### src/rtl/mac_engine.sv
`default_nettype none
// ============================================================================
// mac_engine : signed multiply-accumulate job engine, narrowed/saturated output
// Revision   : 1.0 - initial release
// ============================================================================
module mac_engine #(
  parameter int W     = 16,
  parameter int N_MAX = 64,
  parameter int G     = 8,
  parameter int OUT_W = 16,
  parameter int SHIFT = 15,
  parameter int SAT   = 1,
  localparam int LEN_W = $clog2(N_MAX + 1)
) (
  input  logic                    clk,
  input  logic                    clear_n,
  input  logic                    start,
  input  logic [LEN_W-1:0]        len,
  output logic                    busy,
  input  logic signed [W-1:0]     a,
  input  logic signed [W-1:0]     b,
  input  logic                    in_valid,
  output logic                    in_ready,
  output logic signed [OUT_W-1:0] out_data,
  output logic                    out_valid,
  input  logic                    out_ready,
  output logic                    overflow
);

  localparam int c_acc_w = 2 * W + G;

  localparam logic [1:0] c_st_idle  = 2'd0;
  localparam logic [1:0] c_st_run   = 2'd1;
  localparam logic [1:0] c_st_drain = 2'd2;
  localparam logic [1:0] c_st_hold  = 2'd3;

  localparam logic [LEN_W-1:0] c_len_max = LEN_W'(N_MAX);

  logic [1:0]                r_state;
  logic [1:0]                w_next_state;
  logic [LEN_W-1:0]          r_len;
  logic [LEN_W-1:0]          r_cnt;
  logic signed [2*W-1:0]     r_prod;
  logic                      r_prod_vld;
  logic                      r_first;
  logic signed [c_acc_w-1:0] r_acc;
  logic signed [OUT_W-1:0]   r_out_data;
  logic                      r_overflow;
  logic                      r_out_valid;

  logic                      w_start_ok;
  logic                      w_start_go;
  logic                      w_accept;
  logic                      w_last;
  logic                      w_load_out;
  logic                      w_out_fire;
  logic signed [2*W-1:0]     w_a_ext;
  logic signed [2*W-1:0]     w_b_ext;
  logic signed [2*W-1:0]     w_prod;
  logic signed [c_acc_w-1:0] w_prod_ext;
  logic signed [c_acc_w-1:0] w_shifted;
  logic [c_acc_w-OUT_W:0]    w_hi;
  logic                      w_in_range;
  logic signed [OUT_W-1:0]   w_narrow;
  logic                      w_ovf;

  assign w_start_ok = start && (len != '0) && (len <= c_len_max);
  assign w_start_go = w_start_ok && (r_state == c_st_idle);
  assign w_accept   = in_valid && in_ready;
  assign w_last     = ((r_cnt + LEN_W'(1)) == r_len);
  // DRAIN's second edge: the final product has already been folded into r_acc
  assign w_load_out = (r_state == c_st_drain) && !r_prod_vld;
  assign w_out_fire = (r_state == c_st_hold) && r_out_valid && out_ready;

  // Operands widened to 2W first so the product is exact, including -2^(W-1)^2
  assign w_a_ext    = {{W{a[W-1]}}, a};
  assign w_b_ext    = {{W{b[W-1]}}, b};
  assign w_prod     = w_a_ext * w_b_ext;
  assign w_prod_ext = {{G{r_prod[2*W-1]}}, r_prod};

  assign w_shifted  = r_acc >>> SHIFT;
  assign w_hi       = w_shifted[c_acc_w-1:OUT_W-1];
  assign w_in_range = (&w_hi) || !(|w_hi);

  always_comb begin
    w_narrow = w_shifted[OUT_W-1:0];
    w_ovf    = 1'b0;
    if (!w_in_range) begin
      w_ovf = 1'b1;
      if (SAT != 0) begin
        w_narrow = w_shifted[c_acc_w-1] ? {1'b1, {(OUT_W-1){1'b0}}}
                                        : {1'b0, {(OUT_W-1){1'b1}}};
      end
    end
  end

  always_ff @(posedge clk or negedge clear_n) begin
    if (!clear_n) begin
      r_state <= c_st_idle;
    end else begin
      r_state <= w_next_state;
    end
  end

  always_comb begin
    w_next_state = r_state;
    case (r_state)
      c_st_idle:  if (w_start_ok)          w_next_state = c_st_run;
      c_st_run:   if (w_accept && w_last)  w_next_state = c_st_drain;
      c_st_drain: if (!r_prod_vld)         w_next_state = c_st_hold;
      c_st_hold:  if (w_out_fire)          w_next_state = c_st_idle;
      default:                             w_next_state = c_st_idle;
    endcase
  end

  always_comb begin
    busy     = (r_state != c_st_idle);
    in_ready = (r_state == c_st_run) && (r_cnt < r_len);
  end

  always_ff @(posedge clk or negedge clear_n) begin
    if (!clear_n) begin
      r_len       <= '0;
      r_cnt       <= '0;
      r_prod      <= '0;
      r_prod_vld  <= 1'b0;
      r_first     <= 1'b0;
      r_acc       <= '0;
      r_out_data  <= '0;
      r_overflow  <= 1'b0;
      r_out_valid <= 1'b0;
    end else begin
      if (w_start_go) begin
        r_len   <= len;
        r_cnt   <= '0;
        r_first <= 1'b1;
      end
      if (w_accept) begin
        r_prod <= w_prod;
        r_cnt  <= r_cnt + LEN_W'(1);
      end
      r_prod_vld <= w_accept;
      // First product of a job overwrites whatever the previous job left behind
      if (r_prod_vld) begin
        r_acc   <= r_first ? w_prod_ext : (r_acc + w_prod_ext);
        r_first <= 1'b0;
      end
      if (w_load_out) begin
        r_out_data  <= w_narrow;
        r_overflow  <= w_ovf;
        r_out_valid <= 1'b1;
      end else if (w_out_fire) begin
        r_out_valid <= 1'b0;
      end
    end
  end

  assign out_data  = r_out_data;
  assign overflow  = r_overflow;
  assign out_valid = r_out_valid;

endmodule
`default_nettype wire

### config.mk
export PLATFORM = sky130hd
export DESIGN_NAME = mac_engine
export DESIGN_NICKNAME = d
export VERILOG_FILES = /design/src/rtl/mac_engine.sv
export SDC_FILE = /design/constraint.sdc
export NUM_CORES = 1
export LEC_CHECK = 0
export CORE_UTILIZATION = 55
export CTS_BUF_LIST = sky130_fd_sc_hd__clkbuf_8
export CTS_CLUSTER_DIAMETER = 30
export DETAILED_ROUTE_END_ITERATION = 10
export HOLD_SLACK_MARGIN = 0.12
export PLACE_DENSITY = 0.73
export SKIP_LAST_GASP = 1
export SYNTH_ARGS = -nofsm -noshare
export SYNTH_HDL_FRONTEND = slang
export SYNTH_SLANG_ARGS = --single-unit
### constraint.sdc
create_clock -name clk -period 5.2 [get_ports clk]
set_input_delay 1.3 -clock clk [delete_from_list [all_inputs] [get_ports clk]]
set_output_delay 1.3 -clock clk [all_outputs]
set_load 0.03 [all_outputs]
==> summary.txt, run 1 <==
Route
  • DRT Wirelength: 42130 um
  • Drt via density: 5.542
  • Initial DRC count: 888
  • DR pass1 iterations: 5
  • Routed Antenna Nets: 0
  • Routed WL per cell: 16.72 um
  • Routed vias: 13966
  • Post-route DRC: 0

STA
  • Min cycle time layout: 6.417 ns
  • Setup tns final: -21.47 ns
  • Final Hold Viols: 0
  • Slew Limit Fails: 0
  • Achievable frequency: 155.8 MHz
  • Final worst setup slack: -1.217 ns
  • Final setup viols: 23
  • Unrepaired setup endpoints after global routing: yes
  • Period utilization: 1.234
  • Least-Margin Pin Slew: 1.064 ns
  • Fin Hold WS: 0.5177 ns
  • Worst slew margin: 0.2862
  • Clock skew: 0.02225 ns

Clocking
  • Clock Sinks: 108
  • Clk buf depth: 2
  • Root Driver: clkbuf_8
  • H-tree Lvls: 3
  • TritonCTS buffer count: 9
  • Worst-skew pair later-pin latency: 0.40 ns
  • CTS tree: yes
  • Worst-path clk slew: 0.10 ns

Global routing
  • Largest net degree at the start of global routing: 74
  • Total track usage: 0.2732
  • Total global routing overflow: 0
  • Initial antenna violation count: 0
  • Vias in the first global route: 14171
  • First-pass GRT wire length: 68480 um

Worst setup path
  • Top delay family on crit path: adder cells
  • CP Cell Sequence: buf_6 > buf_6 > buf_6 > buf_4 > and2_4 > fa_1 > fa_1 > ha_2 > fa_1 > inv_1 > fa_1 > fa_1 > inv_2 > ha_4 > a2111o_1 > a311oi_4 > nor2_2 > a32oi_2 > a21oi_2 > o21a_1 > o21a_1 > o31ai_1
  • Critical path fanouts, max: 5
  • Crit path buffers/inverters: 6
  • Crit path arrival time: 6.72 ns
  • WP data required: 5.51 ns
  • CP peak stage delay: 0.56 ns
  • Worst setup EP type: register
  • Slowest CP cell: fa_1
  • CP Launch Type: input pin
  • Crit-path most repeated cell: fa_1
  • WS Path Type: input pin to register

Yosys
  • Top post-synthesis cells by area: fa_1, dfrtp_1, ha_1
  • Most common cell in the netlist: inv_1
  • Yosys top cell by area: fa_1
  • Post-synth ARST share: 1.000
  • Ys Warns: 0
  • Instance count of the mapped netlist: 1881
  • Commonest cells post-synth: inv_1, fa_1, nand2_1
  • Ys flop type: dfrtp_1
  • Sequential element share of the synthesized area: 0.1617
  • Mapped Nets: 2321
  • Synth cell types: 65
  • Seq cells post-synth: 108
  • Top-area cell type share of the netlist area: 0.3150
  • Syn avg cell area: 8.886 um^2
  • Number of flops mapped to enable cells by yosys: 0
  • Post-synthesis cell area: 16710 um^2

Floorplanning
  • Core area: 29800 um^2
  • Die Wd: 176.3 um
  • Row cnt: 63
  • Die Height: 176.3 um
  • Initial core utilization: 0.5610
  • Die area: 31090 um^2
  • Number of I/O pins: 64

Finish
  • Ant. Diodes: 0
  • Layout cell share with drive strength beyond 1: 0.2258
  • Layout Area Growth over Synthesis: 23.33%
  • Nets: 2566

Flow run
  • Maximum capacitance violations: 0

Placement
  • Post-DP HPWL: 31970 um
  • Count of input and output buffers: 63
  • Gpl congestion: 0.9389

Worst hold path
  • Hold crit path type: register to register

Run status
  • Failing checks: negative setup slack
  • Run status: finished, violations left
## through the flow
step                instance area (um^2)    util  cells  setup slack, ns
finish                             20610  0.6919   2520           -1.217
global route                       20610  0.6919   2520           -1.352
CTS                                20130  0.6756   2500           -1.248
detailed placement                 19280  0.6470   2443           -2.172
global placement                   19280  0.6470   2443           -2.040
floorplan                          17150       -   1881           -1.218
## registers in the layout, indices dropped and copies added, names as in the netlist, 2 cells and up
signal / flops
r_prod: 32
out_data: 16
r_len: 7
r_state: 2
r_acc: 40
r_cnt: 7
## layout make-up
cell class | instances | area (um^2)
clock buffers | 9 | 123.9
repair buffers | 303 | 2721
multi-input cells | 1381 | 13320
flip-flops and latches | 108 | 2704
well taps | 390 | 488.0
inverters | 323 | 1215
fillers | 2192 | 9181
clock inverters | 6 | 47.55
## logic make-up after synthesis
kind of cell / after synthesis / synth area share
compound gates: 335 / 0.1240
xor+xnor: 63 / 0.03301
fa+ha+maj: 396 / 0.4146
buf+inv: 392 / 0.08848
flops: 108 / 0.1617
mux: 25 / 0.01602
simple gates: 562 / 0.1623
## placed cells by master (no fill, tap or decap), types with 10 or more instances in the layout
cell / instances
a31oi_1: 14
fa_1: 236
ha_1: 113
mux2i_1: 11
a21o_1: 23
nand4_1: 12
nand3_1: 34
o21ai_0: 47
o21a_1: 18
xor2_1: 20
a21oi_1: 107
buf_6: 57
nor2_1: 87
and2_1: 105
o21ai_1: 18
buf_4: 174
buf_2: 14
and2_4: 24
nand2_1: 198
xnor2_1: 39
a21oi_2: 10
ha_4: 17
nor3_1: 20
o211ai_1: 10
or3_1: 11
inv_1: 291
dfrtp_1: 107
clkdlybuf4s50_1: 31
fa_2: 27
inv_2: 31
mux2_2: 13
and3_1: 10
## path summary, 6_finish.rpt
check                             endpoint  slack, ns      start  cells past startpoint
worst max-delay path            r_prod[28]      -1.22       b[3]                     22
worst min-delay path              r_acc[8]       0.52   r_acc[8]                      1
worst max register to register   r_acc[36]       2.04  r_prod[0]                     11
worst min register to register    r_acc[8]       0.52   r_acc[8]                      1
max in group asynchronous         r_acc[0]       3.44    clear_n                      2
min in group asynchronous        out_valid       0.89    clear_n                      1
## layer usage
| layer | global-route usage | vias up | wire length (um) |
|---|---|---|---|
| li1 | - | 6542 | - |
| met1 | 0.3719 | 6882 | 18600 |
| met2 | 0.4570 | 441 | 20520 |
| met3 | 0.02993 | 101 | 1831 |
| met4 | 0.08980 | 0 | 1184 |
| met5 | 0 | - | 0 |
## timing repair
item,CTS,global route
resized for setup,193,145
pin swaps,90,89
setup buffers,39,25
hold buffers,0,0
setup endpoints to repair,24,24
hold endpoints to repair,0,0
cloned,5,1
Power of run 1 is not shown: default switching activity piles up to over one toggle a cycle in this logic, so the estimate is an artifact.
==> run 2: changes to the inputs <==
--- a/config.mk
+++ b/config.mk
@@ -10,5 +10,5 @@
 export CTS_CLUSTER_DIAMETER = 30
 export DETAILED_ROUTE_END_ITERATION = 10
-export HOLD_SLACK_MARGIN = 0.12
+export HOLD_SLACK_MARGIN = 0.02
 export PLACE_DENSITY = 0.73
 export SKIP_LAST_GASP = 1
==> constraint.sdc (replaced) <==
create_clock -name clk -period 5.2 [get_ports clk]
set_input_delay 1.04 -clock clk [delete_from_list [all_inputs] [get_ports clk]]
set_output_delay 1.04 -clock clk [all_outputs]
set_load 0.03 [all_outputs]
==> summary.txt, run 2 (synthesis gave the netlist of run 1 again) <==
STA
  • Period utilization: 1.185
  • Final Hold Viols: 0
  • Achievable frequency: 162.2 MHz
  • Final setup viols: 23
  • Slew Limit Fails: 0
  • Unrepaired setup endpoints after global routing: yes
  • Least-Margin Pin Slew: 1.111 ns
  • Clock skew: 0.01951 ns
  • Final worst setup slack: -0.9641 ns
  • Min cycle time layout: 6.164 ns
  • Worst slew margin: 0.2552

Global routing
  • First-pass GRT wire length: 73040 um
  • Initial antenna violation count: 0
  • Total global routing overflow: 0
  • Total track usage: 0.2925
  • Largest net degree at the start of global routing: 79
  • Vias in the first global route: 14967

Route
  • M1 wire length: 18790 um
  • Met3 WL post-DR: 2199 um
  • Post-route DRC: 0
  • Routed WL per cell: 17.52 um
  • DR pass1 iterations: 6
  • Routed vias: 14108
  • Drt via density: 5.585
  • Initial DRC count: 919
  • DR top layer: met4
  • Routed Antenna Nets: 0
  • DRT Wirelength: 44250 um
  • Wire length on met2: 21300 um

Floorplanning
  • Number of I/O pins: 64
  • Core area: 29800 um^2
  • Die Wd: 176.3 um
  • Initial core utilization: 0.5610
  • Die Height: 176.3 um
  • Die area: 31090 um^2
  • Row cnt: 63

Finish
  • Most common cell after layout, fill and taps aside: inv_1
  • Most frequent cells in the layout: inv_1, fa_1, nand2_1
  • Non-filler cells, final: 2526
  • Max reg flops: 40
  • Layout cell share with drive strength beyond 1: 0.2252
  • Fillcell total: 2148
  • Top reg by flops: r_acc
  • Nets: 2571
  • Ant. Diodes: 0
  • Layout Area Growth over Synthesis: 25.00%

Worst setup path
  • R2R setup slack: 2.04 ns
  • Critical path fanouts, max: 7
  • Crit path arrival time: 6.46 ns
  • R2R Path End: r_acc[36]
  • Slowest CP cell: fa_1
  • CP Launch Type: input pin
  • Worst setup EP type: register
  • WP data required: 5.50 ns
  • CP Cell Sequence: buf_12 > buf_12 > and2_4 > fa_1 > inv_1 > fa_1 > fa_1 > inv_2 > fa_1 > fa_1 > inv_2 > fa_1 > inv_2 > ha_4 > and3_4 > nand3_4 > or3_4 > a21oi_4 > o221ai_2 > a31oi_1 > nor3_1 > o31ai_1
  • CP peak stage delay: 0.56 ns
  • Crit-path most repeated cell: fa_1
  • WS Path Type: input pin to register
  • Reg2reg start: r_prod[0]
  • FF-to-FF path depth: 11

Placement
  • Placed Instances: 2435
  • Post-DP HPWL: 31500 um
  • Count of input and output buffers: 63
  • Pre-CTS setup slack: -1.913 ns
  • Gpl congestion: 0.9586

Run status
  • Failing checks: negative setup slack
  • Run status: finished, violations left

Clocking
  • Worst-skew pair later-pin latency: 0.39 ns
  • CTS tree: yes
  • H-tree Lvls: 3
  • Worst-path clk slew: 0.10 ns
  • Clk buf depth: 2
  • Hold_buf cts: 0
  • TritonCTS buffer count: 9
  • Root Driver: clkbuf_8
  • Clock Sinks: 108

Worst hold path
  • Hold_sp: r_acc[8]
  • WHS Endpoint: r_acc[8]
  • Hold crit path type: register to register
  • Min-Delay Path Depth: 1

Flow run
  • Maximum capacitance violations: 0
-- run 2: cell types whose count changed in the layout (fill, tap and decap cells not counted), sizes merged --
cell / change
bufinv: +1
clkinv: +1
buf: +3
bufbuf: +1
clkbuf: -1
inv: -2
clkdlybuf4s15: +3
-- run 2: layer usage --
metal	vias to the layer above	global-route usage
met3	150	0.02907
met4	0	0.1246
li1	6553	-
met2	495	0.4944
met1	6910	0.3845
met5	-	0
-- run 2: worst max-delay path: cells and delay by family --
kind	cells	cell delay (ns)
buffers and inverters	6	0.43
AO/OA/AOI/OAI	4	0.73
AND/OR/NAND/NOR	5	0.95
adder cells (fa/ha/maj)	7	3.28
-- run 2: repair_timing --
action	4_1_cts	5_1_grt
resized for setup	294	67
setup buffers	56	23
gates cloned	8	0
setup endpoints to repair	23	23
pin swaps	128	58
-- run 2: metrics by stage --
stage          hold WS (ns)  setup TNS [ns]  instance area, um^2  utilization
6_report             0.5122          -17.09                20890       0.7012
2_1_floorplan        0.4549          -13.48                17110            -
4_1_cts              0.5137          -14.50                20640       0.6927
5_1_grt              0.5423          -20.56                20890       0.7012
3_3_place_gp         0.4853          -33.33                19240       0.6457
3_5_place_dp         0.4835          -35.32                19240       0.6457
-- run 2: worst max-delay path by stage --
| stage | slack, ns | start | to |
|---|---|---|---|
| 2_1_floorplan | -0.96 | a[15] | r_prod[30] |
| 5_1_grt | -1.09 | a[15] | r_prod[30] |
| 3_5_place_dp | -1.91 | a[7] | r_prod[30] |
| 6_report | -0.96 | b[4] | r_prod[31] |
| 4_1_cts | -0.91 | a[10] | r_prod[30] |
| 3_3_place_gp | -1.81 | a[7] | r_prod[30] |
-- run 2: layout make-up --
type,instances,area [um^2],share of cell area
Sequential cell,108,2704,0.1294
Clock inverter,6,62.56,0.002994
Tap cell,390,488.0,0.02335
Timing Repair Buffer,308,3018,0.1444
Inverter,323,1215,0.05815
Multi-Input combinational cell,1381,13270,0.6351
Clock buffer,10,137.6,0.006587
Power of run 2 is left out for the same reason.
